**src/rtl/ct_sysio_clint_src_if.sv**
```systemverilog
// rtl/ct_sysio_clint_src_if.sv - select/acknowledge register port bundle for the CLINT source
interface ct_sysio_clint_src_if;
    logic        bus_sel;
    logic        bus_wr;
    logic [4:0]  bus_addr;
    logic [31:0] bus_wdata;
    logic [31:0] bus_rdata;
    logic        bus_ack;

    modport master (
        output bus_sel,
        output bus_wr,
        output bus_addr,
        output bus_wdata,
        input  bus_rdata,
        input  bus_ack
    );

    modport slave (
        input  bus_sel,
        input  bus_wr,
        input  bus_addr,
        input  bus_wdata,
        output bus_rdata,
        output bus_ack
    );
endinterface

```
**src/rtl/ct_sysio_clint_src.sv**
```systemverilog
// rtl/ct_sysio_clint_src.sv - per-core CLINT timer/software interrupt source
// Optional supervisor-mode sources enabled by SYSIO_CLINT_SMODE_EN.
module ct_sysio_clint_src (
    input  logic                        sysio_clk,
    input  logic                        sysio_rst,
    input  logic                        apb_clk_en,
    input  logic                        time_tick,
    ct_sysio_clint_src_if.slave         bus,
    output logic                        clint_core_ms_int,
    output logic                        clint_core_mt_int,
    output logic                        clint_core_ss_int,
    output logic                        clint_core_st_int
);

    typedef enum logic {IDLE, RESP} state_t;

    state_t      state;
    state_t      state_nxt;
    logic        accept;
    logic        wr_en;
    logic [2:0]  reg_sel;
    logic [63:0] mtime;
    logic [63:0] mtimecmp;
    logic        msip;
    logic        mt_int_q;
    logic [31:0] rdata_q;
    logic [31:0] rdata_mux;

    assign reg_sel = bus.bus_addr[4:2];
    assign wr_en   = accept && bus.bus_wr;

    always_ff @(posedge sysio_clk or posedge sysio_rst) begin
        if (sysio_rst) begin
            state <= IDLE;
        end else begin
            state <= state_nxt;
        end
    end

    always_comb begin
        state_nxt   = state;
        accept      = 1'b0;
        bus.bus_ack = 1'b0;
        case (state)
            IDLE: begin
                if (bus.bus_sel && apb_clk_en) begin
                    accept    = 1'b1;
                    state_nxt = RESP;
                end
            end
            RESP: begin
                bus.bus_ack = 1'b1;
                state_nxt   = IDLE;
            end
            default: state_nxt = IDLE;
        endcase
    end

    assign bus.bus_rdata = (state == RESP) ? rdata_q : 32'h0;

    always_ff @(posedge sysio_clk or posedge sysio_rst) begin
        if (sysio_rst) begin
            msip     <= 1'b0;
            mtimecmp <= 64'hFFFF_FFFF_FFFF_FFFF;
        end else if (wr_en) begin
            case (reg_sel)
                3'd0:    msip            <= bus.bus_wdata[0];
                3'd2:    mtimecmp[31:0]  <= bus.bus_wdata;
                3'd3:    mtimecmp[63:32] <= bus.bus_wdata;
                default: ;
            endcase
        end
    end

    // A register write to either mtime half suppresses that cycle's tick.
    always_ff @(posedge sysio_clk or posedge sysio_rst) begin
        if (sysio_rst) begin
            mtime <= 64'h0;
        end else if (wr_en && (reg_sel == 3'd6)) begin
            mtime[31:0] <= bus.bus_wdata;
        end else if (wr_en && (reg_sel == 3'd7)) begin
            mtime[63:32] <= bus.bus_wdata;
        end else if (time_tick) begin
            mtime <= mtime + 64'd1;
        end
    end

    always_ff @(posedge sysio_clk or posedge sysio_rst) begin
        if (sysio_rst) begin
            mt_int_q <= 1'b0;
        end else begin
            mt_int_q <= (mtime >= mtimecmp);
        end
    end

`ifdef SYSIO_CLINT_SMODE_EN
    logic        ssip;
    logic [63:0] stimecmp;
    logic        st_int_q;

    always_ff @(posedge sysio_clk or posedge sysio_rst) begin
        if (sysio_rst) begin
            ssip     <= 1'b0;
            stimecmp <= 64'hFFFF_FFFF_FFFF_FFFF;
        end else if (wr_en) begin
            case (reg_sel)
                3'd1:    ssip            <= bus.bus_wdata[0];
                3'd4:    stimecmp[31:0]  <= bus.bus_wdata;
                3'd5:    stimecmp[63:32] <= bus.bus_wdata;
                default: ;
            endcase
        end
    end

    always_ff @(posedge sysio_clk or posedge sysio_rst) begin
        if (sysio_rst) begin
            st_int_q <= 1'b0;
        end else begin
            st_int_q <= (mtime >= stimecmp);
        end
    end

    assign clint_core_ss_int = ssip;
    assign clint_core_st_int = st_int_q;
`else
    assign clint_core_ss_int = 1'b0;
    assign clint_core_st_int = 1'b0;
`endif

    always_comb begin
        rdata_mux = 32'h0;
        case (reg_sel)
            3'd0: rdata_mux = {31'h0, msip};
`ifdef SYSIO_CLINT_SMODE_EN
            3'd1: rdata_mux = {31'h0, ssip};
            3'd4: rdata_mux = stimecmp[31:0];
            3'd5: rdata_mux = stimecmp[63:32];
`endif
            3'd2: rdata_mux = mtimecmp[31:0];
            3'd3: rdata_mux = mtimecmp[63:32];
            3'd6: rdata_mux = mtime[31:0];
            3'd7: rdata_mux = mtime[63:32];
            default: rdata_mux = 32'h0;
        endcase
    end

    // Captured on every accept so an mtime read returns the pre-tick value.
    always_ff @(posedge sysio_clk or posedge sysio_rst) begin
        if (sysio_rst) begin
            rdata_q <= 32'h0;
        end else if (accept) begin
            rdata_q <= rdata_mux;
        end
    end

    assign clint_core_ms_int = msip;
    assign clint_core_mt_int = mt_int_q;

endmodule

```
**src/flat_wrapper.sv**
```systemverilog
// flat-port wrapper written by rule: the top's interface ports become plain ports
module ct_sysio_clint_src_flat 
  (sysio_clk, sysio_rst, apb_clk_en, time_tick, clint_core_ms_int, clint_core_mt_int, clint_core_ss_int, clint_core_st_int, bus_bus_sel, bus_bus_wr, bus_bus_addr, bus_bus_wdata, bus_bus_rdata, bus_bus_ack);
  ct_sysio_clint_src_if bus_i ();
  input  logic sysio_clk;
  input  logic sysio_rst;
  input  logic apb_clk_en;
  input  logic time_tick;
  output logic clint_core_ms_int;
  output logic clint_core_mt_int;
  output logic clint_core_ss_int;
  output logic clint_core_st_int;
  input wire logic [$bits(bus_i.bus_sel)-1:0] bus_bus_sel;
  input wire logic [$bits(bus_i.bus_wr)-1:0] bus_bus_wr;
  input wire logic [$bits(bus_i.bus_addr)-1:0] bus_bus_addr;
  input wire logic [$bits(bus_i.bus_wdata)-1:0] bus_bus_wdata;
  output wire logic [$bits(bus_i.bus_rdata)-1:0] bus_bus_rdata;
  output wire logic [$bits(bus_i.bus_ack)-1:0] bus_bus_ack;
  assign bus_i.bus_sel = bus_bus_sel;
  assign bus_i.bus_wr = bus_bus_wr;
  assign bus_i.bus_addr = bus_bus_addr;
  assign bus_i.bus_wdata = bus_bus_wdata;
  assign bus_bus_rdata = bus_i.bus_rdata;
  assign bus_bus_ack = bus_i.bus_ack;
  ct_sysio_clint_src u_core (.sysio_clk(sysio_clk), .sysio_rst(sysio_rst), .apb_clk_en(apb_clk_en), .time_tick(time_tick), .bus(bus_i), .clint_core_ms_int(clint_core_ms_int), .clint_core_mt_int(clint_core_mt_int), .clint_core_ss_int(clint_core_ss_int), .clint_core_st_int(clint_core_st_int));
endmodule
```
**config.mk**
```make
export PLATFORM = sky130hd
export DESIGN_NAME = ct_sysio_clint_src_flat
export DESIGN_NICKNAME = d
export VERILOG_FILES = /design/src/rtl/ct_sysio_clint_src_if.sv /design/src/rtl/ct_sysio_clint_src.sv /design/src/flat_wrapper.sv
export SDC_FILE = /design/constraint.sdc
export NUM_CORES = 1
export LEC_CHECK = 0
export BUFFER_PORTS_ARGS = -buffer_cell sky130_fd_sc_hd__buf_2
export CAP_MARGIN = 5
export CORE_UTILIZATION = 60
export DETAILED_ROUTE_END_ITERATION = 6
export GPL_ROUTABILITY_DRIVEN = 1
export PLACE_DENSITY = 0.9
export SLEW_MARGIN = 20
export SYNTH_ARGS = -nofsm -noshare
export SYNTH_HDL_FRONTEND = slang
export SYNTH_SLANG_ARGS = --single-unit
```
**constraint.sdc**
```tcl
create_clock -name sysio_clk -period 11.6 [get_ports sysio_clk]
set_clock_uncertainty 0.05 [all_clocks]
set_input_delay 1.74 -clock sysio_clk [delete_from_list [all_inputs] [get_ports sysio_clk]]
set_output_delay 1.74 -clock sysio_clk [all_outputs]
set_load 0.01 [all_outputs]
```
Yosys cells after proc, flatten, opt, wreduce, memory -nomap -nowiden
Cells that the tools add are included.
{"block": "op_classes", "addsub": 1, "n_mul": 0, "div": 0, "order_cmp": 1, "n_eq_ne": 5, "shift": 0, "mux": 10, "n_bitwise": 2, "reduce_logical": 12}
{"cell": "32-bit case mux with 5 select lines", "n": 1}
{"cell": "32-bit 2-to-1 mux", "n": 4}
{"cell": "64-bit by 1-bit adder with 64-bit output, second input constant", "n": 1}
{"cell": "64-bit >= comparator", "n": 1}
{"cell": "64-bit 2-to-1 mux", "n": 1}
{"cell": "2-bit AND reduction", "n": 5}
{"cell": "3-bit by 2-bit == test with 1-bit output, second input constant", "n": 2}
{"cell": "3-bit == test, second input constant", "n": 2}
{"cell": "1-bit logical AND", "n": 4}
{"cell": "2-bit nonzero test", "n": 2}
{"cell": "3-bit logical NOT", "n": 1}
{"cell": "1-bit 2-to-1 mux", "n": 3}
{"cell": "2-bit by 1-bit inequality test with 1-bit output, second input constant", "n": 1}
{"cell": "1-bit inverter", "n": 2}
{"cell": "1-bit case mux with 2 select lines", "n": 1}
{"block": "word_totals", "regBits": 163, "latch_bits": 0, "ramBits": 0, "romBits": 0, "in_bits": 43, "out_inout_bits": 37, "wordCells": 39, "mem_count": 0}

Longest topological paths before layout
{"block": "depth", "word_depth": 7, "mapped_depth": 9, "mapped_depth_nobuf": 8}

Least setup slack after synthesis
No wires, ideal clock.
{"block": "synth_path", "path_type": "input -> register", "from": "input port bus_bus_addr[4]", "to": "register u_core.mtime[55]", "setup_time_ps": 70, "arrival_time_ps": 3327, "required_time_ps": 11480, "path_slack_ps": 8153, "path_stages": 7, "n_path_buf": 1, "path_cell_list": "clkbuf_1 -> nand3_1 -> nor2_1 -> o21a_1 -> nand2_1 -> or4_1 -> nand3_1"}
{"block": "synth_between", "elab_chain_len": 4, "elab_cells_between_ends": 8, "classes_between": "eq/ne: 2; mux: 1; bitwise: 1; reduce/logical: 4"}
{"item": "from (decl)", "line_no": "flat_wrapper.sv:15", "text": "input wire logic [$bits(bus_i.bus_addr)-1:0] bus_bus_addr;"}
{"item": "3-bit == test, on equally long branches", "line_no": "ct_sysio_clint_src.sv:81, ct_sysio_clint_src.sv:79"}
{"item": "1-bit logical AND, on equally long branches", "line_no": "ct_sysio_clint_src.sv:81, ct_sysio_clint_src.sv:79"}
{"item": "2-bit nonzero test (no line) / 1-bit inverter (equally long branches)"}
{"item": "2-bit AND reduction (no line)"}
{"item": "to (signal assigned)", "line_no": "ct_sysio_clint_src.sv:82", "text": "mtime[63:32] <= bus.bus_wdata;"}
{"item": "to (signal assigned)", "line_no": "ct_sysio_clint_src.sv:84", "text": "mtime <= mtime + 64'd1;"}
{"item": "to (decl)", "line_no": "ct_sysio_clint_src.sv:22", "text": "logic [63:0] mtime;"}
Parallel ways exist; a longest one is shown, timed or not.
A chain may end at the register's enable or synchronous reset.

Final worst setup path
{"block": "layout_path", "from": "input port apb_clk_en", "to": "register u_core.mtime[34]"}
{"block": "layout_between", "elab_chain_len": 7, "elab_cells_between_ends": 10, "classes_between": "mux: 3; bitwise: 1; reduce/logical: 6"}
{"item": "from (decl)", "line_no": "flat_wrapper.sv:7", "text": "input logic apb_clk_en;"}
{"item": "1-bit logical AND *", "line_no": "ct_sysio_clint_src.sv:46", "text": "if (bus.bus_sel && apb_clk_en) begin"}
{"item": "1-bit 2-to-1 mux *", "line_no": "ct_sysio_clint_src.sv:46"}
{"item": "1-bit 2-to-1 mux *", "line_no": "ct_sysio_clint_src.sv:44", "text": "case (state)"}
{"item": "net u_core.accept", "line_no": "ct_sysio_clint_src.sv:19", "text": "logic accept;"}
{"item": "1-bit logical AND *", "line_no": "ct_sysio_clint_src.sv:30", "text": "assign wr_en = accept && bus.bus_wr;"}
{"item": "1-bit logical AND, on equally long branches", "line_no": "ct_sysio_clint_src.sv:81, ct_sysio_clint_src.sv:79"}
{"item": "2-bit nonzero test (no line) / 1-bit inverter (equally long branches)"}
{"item": "2-bit AND reduction (no line)"}
Mark *: on every way through the listed nets, which the timed path passes. The rest lies on a longest branch.

==> results.yml <==
synthesis:
  synth_compound_area_frac: 0.211
  synth_area_leaders: "dfrtp_1 (25%), dfstp_2 (17%), ha_1 (8.2%), o21ai_0 (5.9%), nand2_1 (5.7%)"
  synth_mux_area_frac: 0.00555
  synth_area_um2: 9920
  synth_xor_area_frac: 0.0274
  synth_edf_count: 0
  synth-async-reset-ratio: 1.00
  yosys.area.top_type: "dfrtp_1"
  yosysMostFrequentCell: "nand2_1"
  netlist.area_leader.share: 0.250
  postSynthCellCount: 1125
  synthSimpleGateAreaFrac: 0.200
  synth_common_cells: "nand2_1 (151), o21ai_0 (117), dfrtp_1 (99)"
  synth.distinct_cells: 64
  synth_top_family_by_area: "compound AO/OA/AOI/OAI gates"
  avgSynthCellArea_um2: 8.82
  ys_warn_count: 0
  synth_flop_cell: "dfrtp_1"
  ys_ff_latch: 163
  yosysSeqAreaShare: 0.419
  synthAdderAreaFrac: 0.0820
worst_setup_path:
  cp_data_arrival_time_ns: 4.71
  crit_end: "u_core.mtime[34]"
  path_max_fanout: 68
  cp-end-kind: "flop"
  r2r_setup_slack_ns: 7.73
  setup.worst_path.class: "input port to flop"
  worst_r2r_path_depth: 9
  critical_path_required_ns: 11.92
  setup.worst_path.start: "apb_clk_en"
  start_kind: "input port"
  r2r-end: "u_core.mtime[34]"
  reg2reg_from: "u_core.state"
place:
  place_ws_ns: 6.44
  hpwl_um: 19300
  gp_congestion: 0.939
  port_buffers: 75
route:
  drt-wirelength-per-cell_um: 20.9
  dr.first_iter.drc_count: 1419
  num_vias: 9412
  postRouteAntennaNets: 0
  drc_errors: 1
  drt-total-wl_um: 29100
  viasPerCell: 6.75
  drt-pass1-iter-count: 7
final_layout:
  synthToLayoutAreaGrowth_pct: 11.1
  final_layout_size_suffix_gt1_frac: 0.177
  n_antenna_cell: 0
  final_nets: 1274
floorplanning:
  die_w_um: 131
  fp.dieH_um: 131
  io_pins: 80
  fp.coreArea_um2: 16000
  start_util: 0.620
  dieArea_um2: 17100
  rows: 46
clocking:
  cts_max_path_buffers: 2
  ctsResizeCount: 0
  cts-htree-levels: 4
  insertion_delay_ns: 0.44
  postCtsHoldBufs: 0
  cts_tree: "done"
  clk_pin_slew_ns: 0.07
  cts_setup_buffers: 0
  cts_buffers: 17
  clkSinkCount: 163
  root_buffer: "clkbuf_16"
grt:
  grt_pass1_vias: 8601
  track_usage: 0.353
  grt_pass1_wl_um: 45300
  grt_max_degree: 96
  gr-total-overflow: 0
  antenna_found_initial: 0
sta:
  slew_headroom: 0.305
  period_minus_slack_ns: 4.39
  fin_ws_ns: 7.21
  hold_violations: 0
  worst_pin_slew_ns: 1.04
  holdWs_ns: 0.422
  rsz0062_at_grt: "no"
  max_clock_freq_mhz: 228
  fin_crit_sh: 0.378
  fin_tns_setup_ns: 0
  drv_slew: 0
  setup_viol: 0
status:
  failed_checks: "DRC"
  status: "finished with violations"
power_and_ir_drop:
  power.density_nw_per_um2: 177
  total_power_mw: 1.95
  p_leak_nw: 4.86
  irDropWorstVdd_uv: 127
hold_path:
  hold_path.class: "flop to flop"
run:
  cap_violations: 0
## flip-flops by register name (all words and copies together), names as in the netlist
name,cells
u_core.state,1
u_core.mtimecmp,64
u_core.mtime,64
u_core.rdata_q,32
u_core.clint_core_ms_int,1
u_core.clint_core_mt_int,1
## how the worst min path moves through the flow
| stage | start | endpoint | slack [ns] | depth (start not counted) |
|---|---|---|---|---|
| after floorplan | u_core.rdata_q[0] | u_core.rdata_q[0] | 0.39 | 2 |
| after global placement | u_core.rdata_q[19] | u_core.rdata_q[19] | 0.40 | 2 |
| after CTS | u_core.rdata_q[27] | u_core.rdata_q[27] | 0.43 | 2 |
| final | u_core.rdata_q[27] | u_core.rdata_q[27] | 0.42 | 2 |
| after global routing | u_core.rdata_q[31] | u_core.rdata_q[31] | 0.45 | 2 |
| after detailed placement | u_core.rdata_q[27] | u_core.rdata_q[27] | 0.41 | 2 |
## cell type report
class,instances,area [µm²]
Clock inverter,13,128
Tap cell,216,270
Timing Repair Buffer,88,477
Inverter,71,272
Fill cell,1184,4970
Multi-Input combinational cell,825,5270
Clock buffer,19,453
Sequential cell,163,4160
## layout by cell type, fill, tap and decap left out, drive strengths merged, types with 4 or more instances in the layout
master   instances
a21oi           78
dfrtp           99
buf             88
nor4            11
ha              65
o22ai           14
nor2            57
nor3            13
a22oi            6
or4              4
and2            37
nand4           33
inv             73
o21ai          118
a22o            31
o211ai           5
xor2            22
clkinv           7
and3            14
a2bb2oi         14
xnor2            9
nand3           47
and4            11
dfstp           64
or3              5
a31oi            5
a21o             4
clkbuf          19
nand2          151
a221oi          34
## through the flow
| step | instance area [µm²] | util | cells |
|---|---|---|---|
| floorplan | 9930 | - | 1126 |
| detailed placement | 10400 | 0.652 | 1362 |
| finish | 11000 | 0.689 | 1395 |
| CTS | 11000 | 0.689 | 1394 |
| global placement | 10400 | 0.652 | 1362 |
| global route | 11000 | 0.689 | 1395 |
## logic make-up after synthesis
family,count (synthesis)
AND/OR/NAND/NOR,392
adder cells (fa/ha/maj),65
flip-flops,163
other,1
multiplexers,4
buffers and inverters,138
AO/OA/AOI/OAI,331
XOR/XNOR,31
## power by group
| part | total (mW) | switching [mW] | leakage, nW | internal, mW |
|---|---|---|---|---|
| registers | 0.888 | 0.154 | 1.88 | 0.734 |
| clock network | 0.557 | 0.248 | 0.276 | 0.309 |
| logic | 0.505 | 0.295 | 2.70 | 0.210 |
| total | 1.95 | 0.697 | 4.86 | 1.25 |
## metal layers
| layer | GRT usage | up-vias | share of wire |
|---|---|---|---|
| met4 | 0.199 | 0 | 0.050 |
| met1 | 0.464 | 4404 | 0.39 |
| met5 | 0 | - | 0 |
| met3 | 0.0932 | 137 | 0.12 |
| met2 | 0.531 | 716 | 0.44 |
| li1 | - | 4155 | - |
## worst max-delay path, cell delays in order
cell	delay, ns
buf_2	0.10
nand3b_1	0.45
buf_6	0.26
inv_1	0.12
nand3_2	0.09
buf_4	0.57
o21ai_2	0.42
buf_4	0.33
or4_1	0.49
nand3_1	0.12
No activity file was read; power rests on OpenSTA's default activity.
